<file path="src/rtl/change_dispenser_if.sv">
// -----------------------------------------------------------------------------
// change_dispenser_if
// Coin handshake between the change dispenser and the coin-ejector actuator.
//   coin_valid : dispenser -> ejector, a coin is requested
//   coin_type  : dispenser -> ejector, 00=500, 01=1000, 10=2000, 11=5000
//   coin_ack   : ejector -> dispenser, the requested coin was accepted
// modport master : dispenser side
// modport slave  : ejector side
// -----------------------------------------------------------------------------
interface change_dispenser_if;
  logic       coin_valid;
  logic [1:0] coin_type;
  logic       coin_ack;

  modport master (output coin_valid, output coin_type, input coin_ack);
  modport slave  (input coin_valid, input coin_type, output coin_ack);
endinterface

</file>
<file path="src/rtl/change_dispenser.sv">
// -----------------------------------------------------------------------------
// change_dispenser
// Returns change after a sale. On start it latches paid/price and the four
// coin-tube stock counts, computes change = paid - price and pays it out coin
// by coin, greedy largest-denomination-first, limited by the latched stock.
// Each coin goes to the ejector over a valid/ack handshake.
//
// Ports:
//   clk, reset           : clock (rising edge), async active-high reset
//   start                : one-cycle request, honoured only in IDLE
//   paid, price          : amounts sampled on start
//   avail_500..avail_5000: tube stock counts, snapshotted on start
//   coin_if (master)     : coin_valid / coin_type / coin_ack handshake
//   busy                 : state is not IDLE
//   done                 : one-cycle pulse ending every transaction
//   change_error         : exact change not delivered (held until next start)
//   remaining            : change still owed
//   timeout              : ack timeout flag (0 unless CHANGE_TIMEOUT_EN)
//
// Optional feature: define CHANGE_TIMEOUT_EN to abort a coin whose ack does
// not arrive within TIMEOUT_CYCLES cycles of entering ISSUE.
// -----------------------------------------------------------------------------
module change_dispenser #(
  parameter int AMT_W          = 16,
  parameter int CNT_W          = 4,
  parameter int TIMEOUT_CYCLES = 255
) (
  input  logic                 clk,
  input  logic                 reset,
  input  logic                 start,
  input  logic [AMT_W-1:0]     paid,
  input  logic [AMT_W-1:0]     price,
  input  logic [CNT_W-1:0]     avail_500,
  input  logic [CNT_W-1:0]     avail_1000,
  input  logic [CNT_W-1:0]     avail_2000,
  input  logic [CNT_W-1:0]     avail_5000,
  change_dispenser_if.master   coin_if,
  output logic                 busy,
  output logic                 done,
  output logic                 change_error,
  output logic [AMT_W-1:0]     remaining,
  output logic                 timeout
);

  typedef enum logic [2:0] {
    S_IDLE, S_SELECT, S_ISSUE, S_DONE, S_FAIL
  } state_t;

  // Coin-type code doubles as the index into the local count array.
  function automatic logic [AMT_W-1:0] coin_value(input logic [1:0] t);
    case (t)
      2'd0:    return AMT_W'(500);
      2'd1:    return AMT_W'(1000);
      2'd2:    return AMT_W'(2000);
      default: return AMT_W'(5000);
    endcase
  endfunction

  state_t           r_state, w_state;
  logic [AMT_W-1:0] r_rem, w_rem;
  logic [CNT_W-1:0] r_cnt [4];
  logic [CNT_W-1:0] w_cnt [4];
  logic             r_valid, w_valid;
  logic [1:0]       r_type, w_type;
  logic             r_busy;
  logic             r_done, w_done;
  logic             r_err, w_err;
  logic             w_found;
  logic [1:0]       w_sel;

`ifdef CHANGE_TIMEOUT_EN
  localparam int TCNT_W = $clog2(TIMEOUT_CYCLES + 1);
  logic [TCNT_W-1:0] r_tcnt, w_tcnt;
  logic              r_tmo, w_tmo;
`endif

  // Greedy pick: largest denomination that fits and is still in stock.
  always_comb begin
    w_found = 1'b1;
    w_sel   = 2'd0;
    if (r_cnt[3] != '0 && r_rem >= coin_value(2'd3))      w_sel = 2'd3;
    else if (r_cnt[2] != '0 && r_rem >= coin_value(2'd2)) w_sel = 2'd2;
    else if (r_cnt[1] != '0 && r_rem >= coin_value(2'd1)) w_sel = 2'd1;
    else if (r_cnt[0] != '0 && r_rem >= coin_value(2'd0)) w_sel = 2'd0;
    else                                                  w_found = 1'b0;
  end

  always_comb begin
    w_state = r_state;
    w_rem   = r_rem;
    w_cnt   = r_cnt;
    w_valid = r_valid;
    w_type  = r_type;
    w_done  = 1'b0;
    w_err   = r_err;
`ifdef CHANGE_TIMEOUT_EN
    w_tcnt  = r_tcnt;
    w_tmo   = r_tmo;
`endif
    case (r_state)
      S_IDLE: begin
        if (start) begin
          w_cnt[0] = avail_500;
          w_cnt[1] = avail_1000;
          w_cnt[2] = avail_2000;
          w_cnt[3] = avail_5000;
          w_err    = 1'b0;
`ifdef CHANGE_TIMEOUT_EN
          w_tmo    = 1'b0;
`endif
          // Underpayment is caught first so the subtraction never wraps.
          if (paid < price) begin
            w_rem   = '0;
            w_state = S_FAIL;
          end else begin
            w_rem   = paid - price;
            w_state = S_SELECT;
          end
        end
      end
      S_SELECT: begin
        if (r_rem == '0) begin
          w_state = S_DONE;
        end else if (w_found) begin
          w_valid = 1'b1;
          w_type  = w_sel;
          w_state = S_ISSUE;
`ifdef CHANGE_TIMEOUT_EN
          w_tcnt  = '0;
`endif
        end else begin
          w_state = S_FAIL;
        end
      end
      S_ISSUE: begin
        // Count is non-zero here: the coin was only selected if in stock.
        if (coin_if.coin_ack) begin
          w_rem         = r_rem - coin_value(r_type);
          w_cnt[r_type] = r_cnt[r_type] - 1'b1;
          w_valid       = 1'b0;
          w_state       = S_SELECT;
        end
`ifdef CHANGE_TIMEOUT_EN
        else if (r_tcnt == TCNT_W'(TIMEOUT_CYCLES - 1)) begin
          // Abandon the coin; remaining still includes its value.
          w_valid = 1'b0;
          w_tmo   = 1'b1;
          w_state = S_FAIL;
        end else begin
          w_tcnt = r_tcnt + 1'b1;
        end
`endif
      end
      S_DONE: begin
        w_done  = 1'b1;
        w_err   = 1'b0;
        w_state = S_IDLE;
      end
      S_FAIL: begin
        w_done  = 1'b1;
        w_err   = 1'b1;
        w_state = S_IDLE;
      end
      default: w_state = S_IDLE;
    endcase
  end

  always_ff @(posedge clk or posedge reset) begin
    if (reset) begin
      r_state <= S_IDLE;
      r_rem   <= '0;
      r_cnt   <= '{default: '0};
      r_valid <= 1'b0;
      r_type  <= 2'd0;
      r_busy  <= 1'b0;
      r_done  <= 1'b0;
      r_err   <= 1'b0;
`ifdef CHANGE_TIMEOUT_EN
      r_tcnt  <= '0;
      r_tmo   <= 1'b0;
`endif
    end else begin
      r_state <= w_state;
      r_rem   <= w_rem;
      r_cnt   <= w_cnt;
      r_valid <= w_valid;
      r_type  <= w_type;
      r_busy  <= (w_state != S_IDLE);
      r_done  <= w_done;
      r_err   <= w_err;
`ifdef CHANGE_TIMEOUT_EN
      r_tcnt  <= w_tcnt;
      r_tmo   <= w_tmo;
`endif
    end
  end

  assign coin_if.coin_valid = r_valid;
  assign coin_if.coin_type  = r_type;
  assign busy               = r_busy;
  assign done               = r_done;
  assign change_error       = r_err;
  assign remaining          = r_rem;
`ifdef CHANGE_TIMEOUT_EN
  assign timeout            = r_tmo;
`else
  assign timeout            = 1'b0;
`endif

endmodule

</file>
<file path="src/flat_wrapper.sv">
// flat-port wrapper written by rule: the top's interface ports become plain ports
module change_dispenser_flat 
#(
  parameter int AMT_W          = 16,
  parameter int CNT_W          = 4,
  parameter int TIMEOUT_CYCLES = 255
)
  (clk, reset, start, paid, price, avail_500, avail_1000, avail_2000, avail_5000, busy, done, change_error, remaining, timeout, coin_if_coin_valid, coin_if_coin_type, coin_if_coin_ack);
  change_dispenser_if coin_if_i ();
  input  logic clk;
  input  logic reset;
  input  logic start;
  input  logic [AMT_W-1:0] paid;
  input  logic [AMT_W-1:0] price;
  input  logic [CNT_W-1:0] avail_500;
  input  logic [CNT_W-1:0] avail_1000;
  input  logic [CNT_W-1:0] avail_2000;
  input  logic [CNT_W-1:0] avail_5000;
  output logic busy;
  output logic done;
  output logic change_error;
  output logic [AMT_W-1:0] remaining;
  output logic timeout;
  output wire logic [$bits(coin_if_i.coin_valid)-1:0] coin_if_coin_valid;
  output wire logic [$bits(coin_if_i.coin_type)-1:0] coin_if_coin_type;
  input wire logic [$bits(coin_if_i.coin_ack)-1:0] coin_if_coin_ack;
  assign coin_if_coin_valid = coin_if_i.coin_valid;
  assign coin_if_coin_type = coin_if_i.coin_type;
  assign coin_if_i.coin_ack = coin_if_coin_ack;
  change_dispenser #(.AMT_W(AMT_W), .CNT_W(CNT_W), .TIMEOUT_CYCLES(TIMEOUT_CYCLES)) u_core (.clk(clk), .reset(reset), .start(start), .paid(paid), .price(price), .avail_500(avail_500), .avail_1000(avail_1000), .avail_2000(avail_2000), .avail_5000(avail_5000), .coin_if(coin_if_i), .busy(busy), .done(done), .change_error(change_error), .remaining(remaining), .timeout(timeout));
endmodule
</file>
<file path="config.mk">
export PLATFORM = sky130hd
export DESIGN_NAME = change_dispenser_flat
export DESIGN_NICKNAME = d
export VERILOG_FILES = /design/src/rtl/change_dispenser_if.sv /design/src/rtl/change_dispenser.sv /design/src/flat_wrapper.sv
export SDC_FILE = /design/constraint.sdc
export NUM_CORES = 1
export LEC_CHECK = 0
export CAP_MARGIN = 0
export CELL_PAD_IN_SITES_DETAIL_PLACEMENT = 1
export CELL_PAD_IN_SITES_GLOBAL_PLACEMENT = 2
export CORE_MARGIN = 2
export CORE_UTILIZATION = 30
export DETAILED_ROUTE_END_ITERATION = 8
export MAX_ROUTING_LAYER = met4
export PLACE_DENSITY = 0.89
export SLEW_MARGIN = 15
export SYNTH_ARGS = -nofsm -noshare
export SYNTH_HDL_FRONTEND = slang
export SYNTH_SLANG_ARGS = --single-unit
</file>
<file path="constraint.sdc">
create_clock -name clk -period 3.2 [get_ports clk]
set_clock_uncertainty 0.15 [all_clocks]
set_input_delay 0.48 -clock clk [delete_from_list [all_inputs] [get_ports clk]]
set_output_delay 0.48 -clock clk [all_outputs]
set_load 0.02 [all_outputs]
</file>
# Word level (Yosys, flattened, before mapping)
# Index checks and enable logic that the tools add are counted.
dict set report word_totals {
  reg_bits 41
  inputBits 52
  out_inout_bits 23
  elab_cells 90
}
dict set report op_classes {
  n_addsub 3
  order_cmp 7
  eq_ne 10
  n_mux 36
  bitwise_logic 2
  reduce_logical 21
}
# cell count
set ops {}
lappend ops {{$mux W16} 7}
lappend ops {{$pmux W16 S2} 2}
lappend ops {{$pmux W13 S3} 1}
lappend ops {{$sub A16 B16 Y16} 2}
lappend ops {{$bwmux W16} 1}
lappend ops {{$ge A16 B10 Y1 const B} 1}
lappend ops {{$ge A16 B11 Y1 const B} 1}
lappend ops {{$ge A16 B13 Y1 const B} 1}
lappend ops {{$ge A16 B9 Y1 const B} 1}
lappend ops {{$logic_not A16 Y1} 1}
lappend ops {{$lt A16 B16 Y1} 1}
lappend ops {{$reduce_bool A4 Y1} 4}
lappend ops {{$mux W3} 5}
lappend ops {{$mux W4} 3}
lappend ops {{$mux W1} 10}
lappend ops {{$pmux W3 S3} 1}
lappend ops {{$bmux W4 S2} 1}
lappend ops {{$demux W4 S2} 1}
lappend ops {{$eq A3 B2 Y1 const B} 2}
lappend ops {{$ne A2 B2 Y1 const B} 3}
lappend ops {{$reduce_and A3 Y1} 2}
lappend ops {{$reduce_bool A3 Y1} 2}
lappend ops {{$logic_and A1 B1 Y1} 5}
lappend ops {{$mux W2} 2}
lappend ops {{18 further kinds} 19}

# Longest topological paths before layout
# Gate-level depths: netlist (run 1).
dict set report logic_depth {
  depth_word 10
  ltp_mapped 12
  depth_no_buf 11
}

# Worst setup path before layout (run 1)
# Ideal clock, no wire load.
dict set report synth_timing {
  kind {reg2reg}
  startpoint {register u_core.r_type[1], in the netlist u_core.coin_if.coin_type[1]}
  endpoint {register u_core.r_rem[14], in the netlist u_core.remaining[14]}
  arrival_time_ps 2672
  path_slack_ps 252
  stages_incl_launch_ff 12
  synth_period_minus_slack_ps 2948
  cell_sequence {dfrtp_1 clkbuf_1 nor2_1 ha_1 fa_1 nand2b_1 a21oi_1 nor2_1 o21ai_0 a211oi_1 mux2i_1 a221o_1}
}
dict set report synth_via {
  elab_chain_len 7
}
# item line_no
set synth_lines {}
lappend synth_lines {{from (decl)} change_dispenser.sv:64} ;# logic [1:0] r_type, w_type;
lappend synth_lines {{from (signal assigned)} change_dispenser.sv:187} ;# r_type <= w_type;
lappend synth_lines {{$eq A2 B2 Y1 (tied with other cells)} change_dispenser.sv:51} ;# case (t)
lappend synth_lines {{$pmux W13 S3 *} change_dispenser.sv:51}
lappend synth_lines {{$mux W16 *} change_dispenser.sv:137} ;# if (coin_if.coin_ack) begin
lappend synth_lines {{$mux W16 *} change_dispenser.sv:100} ;# case (r_state)
lappend synth_lines {{$sub A16 B16 Y16 *} change_dispenser.sv:138} ;# w_rem = r_rem - coin_value(r_type);
lappend synth_lines {{$mux W16 *} change_dispenser.sv:137}
lappend synth_lines {{$pmux W16 S2 *} change_dispenser.sv:100}
lappend synth_lines {{to (signal assigned)} change_dispenser.sv:184} ;# r_rem <= w_rem;
lappend synth_lines {{to (decl)} change_dispenser.sv:60} ;# logic [AMT_W-1:0] r_rem, w_rem;
# Mark *: on every way between the ends. The rest lies on a longest branch, timed or not. The select of a mux whose other input is x is not followed.
# A chain may end at the register's enable or synchronous reset.

# Worst setup path after layout (run 1)
dict set report layout_timing {
  startpoint {input port paid[0]}
  endpoint {register u_core.r_rem[14], in the netlist u_core.remaining[14]}
}
dict set report layout_via {
  elab_chain_len 4
}
# item line_no
set layout_lines {}
lappend layout_lines {{from (decl)} flat_wrapper.sv:13} ;# input logic [AMT_W-1:0] paid;
lappend layout_lines {{$sub A16 B16 Y16 or $lt A16 B16 Y1 (tied branches)} {change_dispenser.sv:116, change_dispenser.sv:112}}
lappend layout_lines {{$mux W16 *} change_dispenser.sv:112} ;# if (paid < price) begin
lappend layout_lines {{$mux W16 *} change_dispenser.sv:102} ;# if (start) begin
lappend layout_lines {{$pmux W16 S2 *} change_dispenser.sv:100}
# Marks and branches as above.

==> results of run 1 <==
## placed cells by master (no fill, tap or decap), types with 6 or more instances in the layout
cell type / count
sky130_fd_sc_hd__clkdlybuf4s50_1: 73
sky130_fd_sc_hd__buf_4: 15
sky130_fd_sc_hd__inv_1: 29
sky130_fd_sc_hd__dfrtp_1: 41
sky130_fd_sc_hd__nor3_1: 12
sky130_fd_sc_hd__nand2_1: 48
sky130_fd_sc_hd__nor2b_1: 6
sky130_fd_sc_hd__xnor2_1: 11
sky130_fd_sc_hd__nand2b_1: 6
sky130_fd_sc_hd__nor2_1: 52
sky130_fd_sc_hd__nor4_1: 13
sky130_fd_sc_hd__xor2_1: 8
sky130_fd_sc_hd__o21ai_0: 32
sky130_fd_sc_hd__a21oi_1: 41
sky130_fd_sc_hd__ha_1: 25
## cell type report
cell class | count | area [sq um]
inverters | 29 | 109
clock buffers | 5 | 125
well taps | 143 | 179
clock inverters | 2 | 35.0
repair buffers | 88 | 843
multi-input cells | 343 | 2220
flip-flops and latches | 41 | 1030
fillers | 1362 | 6730
## flip-flops by register name (all words and copies together) (netlist names)
register and count:
u_core.coin_if.coin_type 2, u_core.change_error 1, u_core.r_state 3, u_core.done 1
u_core.r_cnt 16, u_core.coin_if.coin_valid 1, u_core.remaining 16, u_core.busy 1
## kinds of logic after synthesis
logic type | synth area share [%]
mux | 3.32
simple gates | 22.1
xor+xnor | 4.86
flops | 29.9
fa+ha+maj | 10.3
compound gates | 24.1
other cells | 0.109
buf+inv | 5.22
## power by group through the flow
stage / Clock [mW] / Combinational, mW / Sequential [mW]
finish: 0.569 / 2.65 / 1.07
global placement: 0 / 2.55 / 1.06
CTS: 0.577 / 2.65 / 1.07
global route: 0.600 / 2.92 / 1.11
floorplan: 0 / 1.61 / 1.11
detailed placement: 0 / 2.64 / 1.07
## per-stage QoR
stage	setup TNS, ns	total power, mW	util, %	hold slack [ns]	worst slack (ns)
2_1_floorplan	0	2.72	-	0.306	0.252
3_3_place_gp	0	3.61	38.8	0.341	0.0199
3_5_place_dp	-0.122	3.71	38.8	0.370	-0.0655
4_1_cts	0	4.30	40.3	0.384	0.232
5_1_grt	0	4.63	40.3	0.399	0.0716
6_report	0	4.28	40.3	0.379	0.255
## cells in the mapped netlist (all sizes together) (4+ instances only)
master / n / share of area (%)
or3: 5 / 0.91
a21oi: 42 / 6.5
nor3: 12 / 1.8
o21bai: 4 / 0.88
dfrtp: 41 / 30
nor2b: 6 / 1.1
inv: 29 / 3.2
buf: 5 / 1.1
a221o: 5 / 1.5
nor2: 52 / 5.7
a21o: 5 / 1.1
nand3: 5 / 0.73
ha: 25 / 9.1
xor2: 8 / 2.0
nor4: 13 / 2.4
nand2b: 6 / 1.1
o21ai: 36 / 5.3
nand2: 48 / 5.3
mux4: 4 / 2.7
xnor2: 11 / 2.8
clkbuf: 9 / 0.99
nand4: 4 / 0.73
a211oi: 5 / 1.1
## final timing paths
check / from / to / slack [ns] / cells past startpoint
min in group asynchronous: reset / u_core.change_error / 0.49 / 3
max in group asynchronous: reset / u_core.r_cnt[0] / 2.03 / 3
max: paid[0] / u_core.remaining[14] / 0.25 / 12
min reg2reg: u_core.r_cnt[10] / u_core.r_cnt[10] / 0.38 / 2
max reg2reg: u_core.coin_if.coin_type[1] / u_core.remaining[14] / 0.25 / 10
min: u_core.r_cnt[10] / u_core.r_cnt[10] / 0.38 / 2
## per-layer routing
metal  vias up  part of all wire (%)
li1       1694                     -
met1      1665                    46
met2        80                    49
met3        11                   3.9
met4         0                   1.0
met5         -                     0
## worst max-delay path: stages
cell                              delay (ns)
sky130_fd_sc_hd__clkdlybuf4s50_1        0.40
sky130_fd_sc_hd__inv_1                  0.06
sky130_fd_sc_hd__ha_1                   0.16
sky130_fd_sc_hd__inv_1                  0.06
sky130_fd_sc_hd__fa_1                   0.38
sky130_fd_sc_hd__a211oi_1               0.28
sky130_fd_sc_hd__o211a_1                0.22
sky130_fd_sc_hd__o21bai_1               0.10
sky130_fd_sc_hd__a2bb2oi_1              0.16
sky130_fd_sc_hd__nor3_1                 0.06
sky130_fd_sc_hd__or3_1                  0.30
sky130_fd_sc_hd__a221o_1                0.32
==> results, run 1 <==
- The initial antenna violation count is 0.
- The flow ran to the end, and the final reports show no timing, DRC or antenna violations.
- The setup-violating endpoint count in the final report is 0.
- Sequential elements use 29.9% of the synthesized area.
- The synthesized design contains 0 enable-type register cells.
- Of the total power, the clock network draws 13.3%.
- The wire-length estimate of the detail-placed layout is 8.79 mm.
- For this design, the sink count on the clock tree is 41.
- 75 I/O pins were placed.
- The maximum vdd ir drop is 356 uV.
- Derived from the worst setup path, the maximum achievable clock frequency is 340 MHz.
- The core area is 11300 sq um.
- Counting along the longest clock path gives a buffer depth of 2.
- The worst setup path category is input port to register.
- After clock tree synthesis, the setup repair step added 0 buffers.
- The critical-path maximum fanout is 2.
- After detailed routing, the average wire length per cell comes to 16.7 um.
- Counting the buffers created by CTS gives 5.
- The initial core utilization is 30.4%.
- The actual slew at the worst max-slew pin is 0.744 ns.
- The worst hold-check path type is register to register.
- Summed over all layers, the global routing overflow is 0.
- The first global-routing pass estimated 18.3 mm of wire.
- The number of cells produced by synthesis is 427.
- The total global-route track usage is 18.6%.
- The vertical extent of the die is 111 um.
- The finished layout cell area is 4540 sq um.
- The number of nets in the synthesized netlist is 506.
- After layout, the worst path uses 92.0% of the clock period.
- The total count of hold-check failures in the final report is 0.
- The power share of the sequential group is 24.9%.
- The worst max-slew margin expressed relative to the limit is 49.8%.
- Of all flip-flops after synthesis, the portion carrying an async set or reset was 100%.
- After detailed routing, the number of remaining DRC violations is 0.
- The CTS tree is built.
- The power density relative to cell area is 943 nW/um^2.
- Max-cap violations in this run came to 0.
- The signal arrival time at the worst endpoint is 2.96 ns.
- After clock tree synthesis, the repair step resized 0 gates.
- The critical path data required time is 3.22 ns.
- The final layout contains routed wiring with a total length of 10.8 mm.
- Counting flops and latches in the post-synthesis netlist gives 41.
- The maximum number of pins on one net before global-route repair is 42.
- The Yosys step of the flow raised 0 warnings.
- The met3 usage in global routing is 2.84%.
- The final weighted congestion in routability-driven placement is 0.872.
- The max-slew violation count is 0.
- In the synthesized netlist the dominant register cell turns out to be sky130_fd_sc_hd__dfrtp_1.
- The final antenna-violating net count is 0.
- The number of iterations in the first detailed-routing pass is 4.
- In the final layout, the share of cells above drive strength 1 is 6.89%.
- The via count of the first global-routing pass is 3696.
- The placed standard-cell area is 4380 sq um.
- The total of buffers placed on input and output ports is 73.
- The initialized floorplan defines 39 standard-cell rows.
- At the later pin of the worst-skew pair, clock insertion delay measures 0.29 ns.
- The global routing usage on met1 is 23.4%.
- The final route contains 3450 vias.
- The combinational power share is 61.8%.
- CTS built an H-tree with a depth of 2.
- The fraction of met2 tracks used by global routing is 32.1%.
- Summed over all nets, the switching power comes to 2.03 mW.
- In this run the mean area of a mapped cell was 8.02 sq um.
- The internal power is 2.25 mW.
- The number of buffers inserted for hold repair after clock tree synthesis is 0.
- Compared with the post-synthesis result, the final layout area differs by 32.5%.
- The detailed router finished its first iteration with 150 violations.
- The repair_antennas step left the layout with diodes totalling 0.
- The launching element type of the critical path is an input port.
- The worst path in the final design needs a cycle of 2.95 ns, including I/O delays and setup.
- The master cell of the clock root buffer is sky130_fd_sc_hd__clkbuf_16.
- The count of unique library cells instantiated by Yosys is 56.
- In the routed layout, each cell is associated on average with a via count of 5.30.
- The die is 111 um wide.
- At the end of the flow, the number of nets in the layout was 587.
- The clock slew seen by the registers of the worst setup and hold paths is 0.06 ns.
- The critical path endpoint category is a register.
- The number of placed instances, taps included, is 644.
- The most congested layer reported by global routing is met2.
- The count of placed standard cells in the final layout, fillers left out is 651.
- Setup repair after global routing left no endpoint under its margin.
- The leakage component of the power is 1.95 nW.
- The switching portion of total power is 47.4%.
- The floorplan step defined a die boundary enclosing 12300 sq um.
- The cell area that synthesis handed to floorplanning was 3430 sq um.
Note: power is estimated with default switching activity, not from simulation.
==> run 2, diff against run 1 <==
- CAP_MARGIN: 0 -> unset
==> results of run 2 <==
No change in the layout: final DEF, timing and power equal those of run 1.
